--- config.mk ---
export PLATFORM = sky130hd
export DESIGN_NAME = bsr_chain_param_flat
export DESIGN_NICKNAME = d
export VERILOG_FILES = /design/src/rtl/bsr_chain_param_if.sv /design/src/rtl/bsr_chain_param.sv /design/src/flat_wrapper.sv
export SDC_FILE = /design/constraint.sdc
export NUM_CORES = 1
export LEC_CHECK = 0
export BUFFER_PORTS_ARGS = -buffer_cell sky130_fd_sc_hd__buf_2
export CELL_PAD_IN_SITES_DETAIL_PLACEMENT = 1
export CELL_PAD_IN_SITES_GLOBAL_PLACEMENT = 1
export CORE_ASPECT_RATIO = 2
export CORE_UTILIZATION = 42
export CTS_BUF_LIST = sky130_fd_sc_hd__clkbuf_8
export CTS_CLUSTER_SIZE = 8
export DETAILED_ROUTE_END_ITERATION = 10
export PLACE_DENSITY = 0.89
export SLEW_MARGIN = 10
export SYNTH_ARGS = -nofsm -noshare
export SYNTH_HDL_FRONTEND = slang
export SYNTH_SLANG_ARGS = --single-unit
--- constraint.sdc ---
create_clock -name CK -period 3.16 [get_ports CK]
set_clock_uncertainty 0.05 [all_clocks]
set_input_delay 0.632 -clock CK [delete_from_list [all_inputs] [get_ports CK]]
set_output_delay 0.632 -clock CK [all_outputs]
set_load 0.01 [all_outputs]
--- src/rtl/bsr_chain_param_if.sv ---
// Boundary-scan chain bus: serial scan, TAP-style enables, mode select and
// the pin/core parallel paths. The tester side is the master, the chain is
// the slave.
//
// When BSR_SHIFT_CNT_EN is defined the bus also carries the shift counter
// (shift_cnt) and its over-shift flag (shift_ovf).
//
// Signalling: there is no valid/ready handshake. capture_dr, shift_dr and
// update_dr are level enables sampled on every rising CK edge. Each edge
// where an enable is high performs exactly one capture, shift or update.
interface bsr_chain_param_if #(
   parameter int NUM_IN  = 36,
   parameter int NUM_OUT = 38
`ifdef BSR_SHIFT_CNT_EN
   ,
   parameter int CNT_W   = 8
`endif
);
   logic               TDI;
   logic               TDO;
   logic               capture_dr;
   logic               shift_dr;
   logic               update_dr;
   logic [1:0]         mode;
   logic [NUM_IN-1:0]  pin_in;
   logic [NUM_IN-1:0]  core_in;
   logic [NUM_OUT-1:0] core_out;
   logic [NUM_OUT-1:0] pin_out;
`ifdef BSR_SHIFT_CNT_EN
   logic [CNT_W-1:0]   shift_cnt;
   logic               shift_ovf;
`endif

   modport master (
      output TDI, capture_dr, shift_dr, update_dr, mode, pin_in, core_out,
      input  TDO, core_in, pin_out
`ifdef BSR_SHIFT_CNT_EN
      , input shift_cnt, shift_ovf
`endif
   );

   modport slave (
      input  TDI, capture_dr, shift_dr, update_dr, mode, pin_in, core_out,
      output TDO, core_in, pin_out
`ifdef BSR_SHIFT_CNT_EN
      , output shift_cnt, shift_ovf
`endif
   );
endinterface

--- src/rtl/bsr_chain_param.sv ---
// Parametrised boundary-scan register chain wrapping a core.
// Chain order: TDI -> in cells 0..NUM_IN-1 -> out cells 0..NUM_OUT-1 -> TDO.
// Every cell has a shift stage (sh_q) and an update stage (upd_q). Bit 0 of
// each vector is the cell nearest TDI.
// Sequencing of capture/shift/update is done by an external controller.
// Optional macro BSR_SHIFT_CNT_EN adds a saturating shift counter and a
// sticky over-shift flag.
module bsr_chain_param #(
   parameter int                 NUM_IN      = 36,
   parameter int                 NUM_OUT     = 38,
   parameter logic [NUM_OUT-1:0] RST_UPD_OUT = {NUM_OUT{1'b0}}
`ifdef BSR_SHIFT_CNT_EN
   ,
   parameter int                 CNT_W       = 8
`endif
) (
   input logic              CK,
   input logic              RST_N,
   bsr_chain_param_if.slave bus
);

   localparam int L = NUM_IN + NUM_OUT;

   localparam logic [1:0] MODE_FUNC   = 2'd0;
   localparam logic [1:0] MODE_SAMPLE = 2'd1;
   localparam logic [1:0] MODE_EXTEST = 2'd2;
   localparam logic [1:0] MODE_INTEST = 2'd3;

   // The input half of the update stage resets to 0. The output half resets
   // to the safe pin state.
   localparam logic [L-1:0] UPD_RST = {RST_UPD_OUT, {NUM_IN{1'b0}}};

   logic [L-1:0] sh_q, sh_d;
   logic [L-1:0] upd_q, upd_d;

   // Shift stage next state: shift beats capture; otherwise hold.
   always_comb begin
      sh_d = sh_q;
      if (bus.shift_dr) begin
         sh_d = {sh_q[L-2:0], bus.TDI};
      end else if (bus.capture_dr) begin
         sh_d = {bus.core_out, bus.pin_in};
      end
   end

   // Update stage loads the shift stage as it was before this edge.
   always_comb begin
      upd_d = upd_q;
      if (bus.update_dr) begin
         upd_d = sh_q;
      end
   end

   // Chain registers; reset overrides every enable.
   always_ff @(posedge CK) begin
      if (!RST_N) begin
         sh_q  <= '0;
         upd_q <= UPD_RST;
      end else begin
         sh_q  <= sh_d;
         upd_q <= upd_d;
      end
   end

   assign bus.TDO = sh_q[L-1];

   // Zero-latency routing. FUNC and SAMPLE are transparent. Only INTEST drives
   // the core from the chain. EXTEST and INTEST both drive the pins.
   always_comb begin
      bus.core_in = bus.pin_in;
      bus.pin_out = bus.core_out;
      if (bus.mode == MODE_INTEST) begin
         bus.core_in = upd_q[NUM_IN-1:0];
      end
      if (bus.mode == MODE_EXTEST || bus.mode == MODE_INTEST) begin
         bus.pin_out = upd_q[L-1:NUM_IN];
      end
   end

`ifdef BSR_SHIFT_CNT_EN
   localparam logic [CNT_W-1:0] CNT_MAX = {CNT_W{1'b1}};

   logic [CNT_W-1:0] cnt_q, cnt_d;
   logic             ovf_q, ovf_d;

   // Counter next state: clear on capture, saturating count on shift. The
   // flag is sticky once the count passes the chain length.
   always_comb begin
      cnt_d = cnt_q;
      ovf_d = ovf_q;
      if (bus.shift_dr) begin
         if (cnt_q != CNT_MAX) begin
            cnt_d = cnt_q + 1'b1;
         end
         ovf_d = ovf_q | (32'(cnt_d) > 32'(L));
      end else if (bus.capture_dr) begin
         cnt_d = '0;
         ovf_d = 1'b0;
      end
   end

   // Counter registers.
   always_ff @(posedge CK) begin
      if (!RST_N) begin
         cnt_q <= '0;
         ovf_q <= 1'b0;
      end else begin
         cnt_q <= cnt_d;
         ovf_q <= ovf_d;
      end
   end

   assign bus.shift_cnt = cnt_q;
   assign bus.shift_ovf = ovf_q;
`endif

endmodule

--- src/flat_wrapper.sv ---
// flat-port wrapper written by rule: the top's interface ports become plain ports
module bsr_chain_param_flat 
#(
   parameter int                 NUM_IN      = 36,
   parameter int                 NUM_OUT     = 38,
   parameter logic [NUM_OUT-1:0] RST_UPD_OUT = {NUM_OUT{1'b0}}

)
  (CK, RST_N, bus_TDI, bus_capture_dr, bus_shift_dr, bus_update_dr, bus_mode, bus_pin_in, bus_core_out, bus_TDO, bus_core_in, bus_pin_out);
  bsr_chain_param_if #(.NUM_IN(NUM_IN), .NUM_OUT(NUM_OUT)) bus_i ();
  input logic CK;
  input logic RST_N;
  input wire logic [$bits(bus_i.TDI)-1:0] bus_TDI;
  input wire logic [$bits(bus_i.capture_dr)-1:0] bus_capture_dr;
  input wire logic [$bits(bus_i.shift_dr)-1:0] bus_shift_dr;
  input wire logic [$bits(bus_i.update_dr)-1:0] bus_update_dr;
  input wire logic [$bits(bus_i.mode)-1:0] bus_mode;
  input wire logic [$bits(bus_i.pin_in)-1:0] bus_pin_in;
  input wire logic [$bits(bus_i.core_out)-1:0] bus_core_out;
  output wire logic [$bits(bus_i.TDO)-1:0] bus_TDO;
  output wire logic [$bits(bus_i.core_in)-1:0] bus_core_in;
  output wire logic [$bits(bus_i.pin_out)-1:0] bus_pin_out;
  assign bus_i.TDI = bus_TDI;
  assign bus_i.capture_dr = bus_capture_dr;
  assign bus_i.shift_dr = bus_shift_dr;
  assign bus_i.update_dr = bus_update_dr;
  assign bus_i.mode = bus_mode;
  assign bus_i.pin_in = bus_pin_in;
  assign bus_i.core_out = bus_core_out;
  assign bus_TDO = bus_i.TDO;
  assign bus_core_in = bus_i.core_in;
  assign bus_pin_out = bus_i.pin_out;
  bsr_chain_param #(.NUM_IN(NUM_IN), .NUM_OUT(NUM_OUT), .RST_UPD_OUT(RST_UPD_OUT)) u_core (.CK(CK), .RST_N(RST_N), .bus(bus_i));
endmodule
## Yosys cells after proc, flatten, opt, wreduce, memory -nomap -nowiden

Cells that the tools add are included.
Widths: inputs -> output; s select.

| word-level totals | value |
|---|---|
| flip-flop bits (word level) | 148 |
| output and inout port bits | 75 |
| word-level logic and storage cells | 10 |

| operators by class | value |
|---|---|
| equality and inequality tests | 2 |
| muxes and demuxes | 4 |
| reductions and logical operators | 2 |

Operators with widths:

| cell | count |
|---|---|
| $mux 74 | 2 |
| $mux 38 | 1 |
| $mux 36 | 1 |
| $eq 2x2->1 const B | 2 |
| $reduce_bool 2->1 | 1 |
| $logic_or 1x1->1 | 1 |

## Longest topological paths before layout

| depth | value |
|---|---|
| depth after elaboration | 3 |
| mapped depth | 4 |
| gate-level depth less buffers | 2 |

## Worst setup path before layout

Ideal clock, no wire load.

| timing | value |
|---|---|
| path kind | input-to-output |
| start point | input port bus_mode[1] |
| end point | output port bus_pin_out[17] |
| arrival | 1.417 ns |
| required time | 2.478 ns |
| setup slack | 1.061 ns |
| stages | 3 |
| cell sequence | buf_2 -> buf_2 -> mux2_2 |

| on the way | value |
|---|---|
| cells in the longest elaborated chain, start to end | 3 |
| elaborated cells on any way between the ends | 4 |

RTL lines:

| what | RTL line | RTL |
|---|---|---|
| from (decl) | flat_wrapper.sv:17 | `input wire logic [$bits(bus_i.mode)-1:0] bus_mode;` |
| $eq 2x2->1 | bsr_chain_param.sv:75 | `if (bus.mode == MODE_EXTEST \|\| bus.mode == MODE_INTEST) begin` |
| $logic_or 1x1->1 (*) | bsr_chain_param.sv:75 |  |
| $mux 38 (*) | bsr_chain_param.sv:75 |  |
| to (decl) | flat_wrapper.sv:22 | `output wire logic [$bits(bus_i.pin_out)-1:0] bus_pin_out;` |

Every way passes the cells marked *; elsewhere a longest branch is shown, timed or not.

## Worst setup path after layout

| timing | value |
|---|---|
| start point | input port bus_mode[1] |
| end point | output port bus_core_in[14] |

| on the way | value |
|---|---|
| cells in the longest elaborated chain, start to end | 2 |

RTL lines:

| what | RTL line | RTL |
|---|---|---|
| $eq 2x2->1 | bsr_chain_param.sv:72 | `if (bus.mode == MODE_INTEST) begin` |
| $mux 36 | bsr_chain_param.sv:72 |  |
| to (decl) | flat_wrapper.sv:21 | `output wire logic [$bits(bus_i.core_in)-1:0] bus_core_in;` |

No other way between the ends.

==> key figures <==
Outcome
  • Outcome: finished, final reports clean

Synth
  • Synth cell types: 12
  • Synthesis-stage register bit count: ~150
  • Async set-reset flop share out of synthesis: 0
  • Cell accounting for the most synthesized area: dfxtp_1
  • Synth cell count leaders: dfxtp_1 (148), mux2_2 (88)
  • Synth warn: 0
  • Netlist Area Pre-Place: between 7000 and 8000 um2
  • Gate Count Post-Synth: 648
  • EDFF count, synth: 0
  • Top cells by area, synth: dfxtp_1 (39%), mux2_2 (13%), mux2_4 (12%), mux2i_1 (9.8%), o211a_1 (9.8%)
  • Top-count cell post-synth: dfxtp_1
  • Avg Inst Size Synth: ~12 um2
  • Register area share after synthesis: 0.3910
  • Top_reg_cell synth: dfxtp_1
  • Syn Nets: 730
  • Post-synth top area share: 0.3910

Power
  • Pwr dens: 475.7 nW/um2
  • LEAKAGE: 4.590 nW
  • Peak VDD IR: slightly above 0.0004 V
  • Total power: 4.219 mW

Timing
  • Fmax: between 400 and 500 MHz
  • Final setup fails: 0
  • Max Transition Viols Final: 0
  • RSZ-0062 raised after global routing: false
  • Final Cycle Share: 0.7885
  • Period minus WS final: about 2.5 ns
  • Worst-Margin Slew: between 0.5 and 0.6 ns
  • Final hold violation count: 0
  • Fin Setup TNS: 0 ns
  • Rel. slew slack: 0.6106

Clock tree
  • Clk_lat worst skew: 0.45 ns
  • Post-CTS setup buffer count: 0
  • Num CTS Buffers: 17
  • CTS sink cnt: about 150
  • CTS Buffer Depth: 2
  • Hold-fix buffers, CTS: 0
  • TritonCTS clock tree: done
  • Clock transition at path regs: ~0.08 ns
  • CTS root buf: clkbuf_8
  • Post-CTS Resized: 0
  • H-tree depth: 4

GRT
  • Initial antenna violation count: 0
  • Largest net degree at the start of global routing: between 80 and 90
  • First-pass GRT wire length: around 29 mm
  • Total GRT Usage: 0.1981
  • Grt ovf: 0
  • Vias in the first global route: around 5,800

Critical path
  • Worst Path Buf+Inv: 3
  • Worst Setup End Kind: primary output
  • Crit path kind: input pin to primary output
  • Top cell family by delay on the critical path: buffers and inverters
  • Max stage delay on crit path: roughly 0.36 ns
  • Arr. time, crit path: about 1.8 ns
  • Worst-path fanout max: 24
  • Max stage delay cell, worst path: mux2_2
  • CP required: ~2.5 ns
  • Critical Path Start Type: input pin
  • Crit path cell chain: buf_2, nand2_2, buf_12, mux2_2, buf_2
  • Cell repeated most along the worst path: buf_2

Finish
  • Util after Layout: 0.5010
  • Diodes inserted: 0
  • Layout area overhead: 17.02%
  • Layout cells sized above 1: 0.4401
  • Final cell count without fillers: between 1,000 and 1,500
  • Nets@finish: 862

Placed design
  • Final Wtd Congestion: slightly below 0.8
  • PortBufs: roughly 160
  • HPWL Detailed: 12.27 mm
  • Dpl cells: a little under 1,000

Detailed routing
  • Met1 Routed Length: approximately 7 mm
  • Wire per inst: around 18 um
  • Highest metal used: met4
  • Starting DRT DRC Count: 85
  • DRC viols: 0
  • Number of detailed-route iterations in the first pass: 4
  • WL met2: 10.06 mm
  • DR vias: ~5,300
  • WL met3: about 640 um
  • Antenna Nets Post-Route: 0
  • Total Wirelength: roughly 18 mm
  • Vias per cell: 5.267

Flow run
  • Max_cap viols: 0

Floorplanning
  • Starting Density: 0.4281
  • Die area: approximately 19,000 um2
  • Die height: around 190 um
  • Core ar.: between 15,000 and 20,000 um2
  • Top Ports: 157
  • Die Width: 96.98 um
  • # rows: between 60 and 70

Hold path
  • HP Class: input pin to flip-flop
-- final cells by class --
| cell class | instances | area (um2) |
|---|---|---|
| Clock inverter | 14 | 128.9 |
| Clock buffer | 18 | 247.7 |
| Timing Repair Buffer | 168 | 955.9 |
| Sequential cell | 148 | 2963 |
| Fill cell | 1961 | 8831 |
| Multi-Input combinational cell | 445 | 4305 |
| Tap cell | 213 | 266.5 |
-- worst min-delay path, stage by stage --
cell      delay, ns
buf_2          0.07
nand2b_1       0.09
o211a_1        0.13
-- power breakdown --
| part | internal (mW) | switching (mW) |
|---|---|---|
| Combinational | 0.417 | 0.327 |
| Clock | 0.650 | 0.778 |
| Sequential | 1.97 | 0.0733 |
-- final timing paths --
path,from,slack [ns],end,depth (start not counted)
setup / recovery,bus_mode[1],0.67,bus_core_in[14],5
hold / removal,bus_TDI,0.45,u_core.sh_q[0],3
setup reg to reg,u_core.sh_q[37],2.19,u_core.sh_q[37],2
hold reg to reg,u_core.upd_q[11],0.47,u_core.upd_q[11],2
-- flip-flops by register name, indices dropped and copies added (netlist names) --
register      count
u_core.upd_q     74
u_core.sh_q      74
-- stage by stage --
step / hold WS (ns) / setup WS [ns] / cell area, um2
3_5_place_dp: 0.4521 / 0.6417 / 8491
5_1_grt: 0.4395 / 0.5861 / 8867
2_1_floorplan: 0.4266 / 1.061 / 7577
6_report: 0.4513 / 0.6684 / 8867
3_3_place_gp: 0.4429 / 0.6819 / 8491
4_1_cts: 0.4085 / 0.6361 / 8867
-- logic make-up after synthesis --
| group | after synthesis | synth area share |
|---|---|---|
| and+or+nand+nor | 149 | 0.1230 |
| AOI/OAI and AO/OA | 74 | 0.09775 |
| buffers and inverters | 55 | 0.04079 |
| DFF | 148 | 0.3910 |
| muxes | 222 | 0.3474 |
-- routing by layer --
layer / GRT usage / up-vias
met5: 0 / -
met4: 0.08668 / 0
met3: 0.03639 / 25
met2: 0.3849 / 121
met1: 0.2029 / 2590
li1: - / 2563
-- cells in the final DEF (no fill, tap or decap) --
master        n
buf_2       152
dfxtp_1     148
mux2_2       88
nand2b_1     74
o211a_1      74
mux2i_1      74
nor2b_1      74
mux2_4       60
clkbuf_8     18
buf_4        10
buf_12        6
clkinv_4      4
clkinvlp_4    3
inv_6         3
clkinv_2      3
nand2_2       1
bufinv_16     1
(Power assumes the default switching activity.)
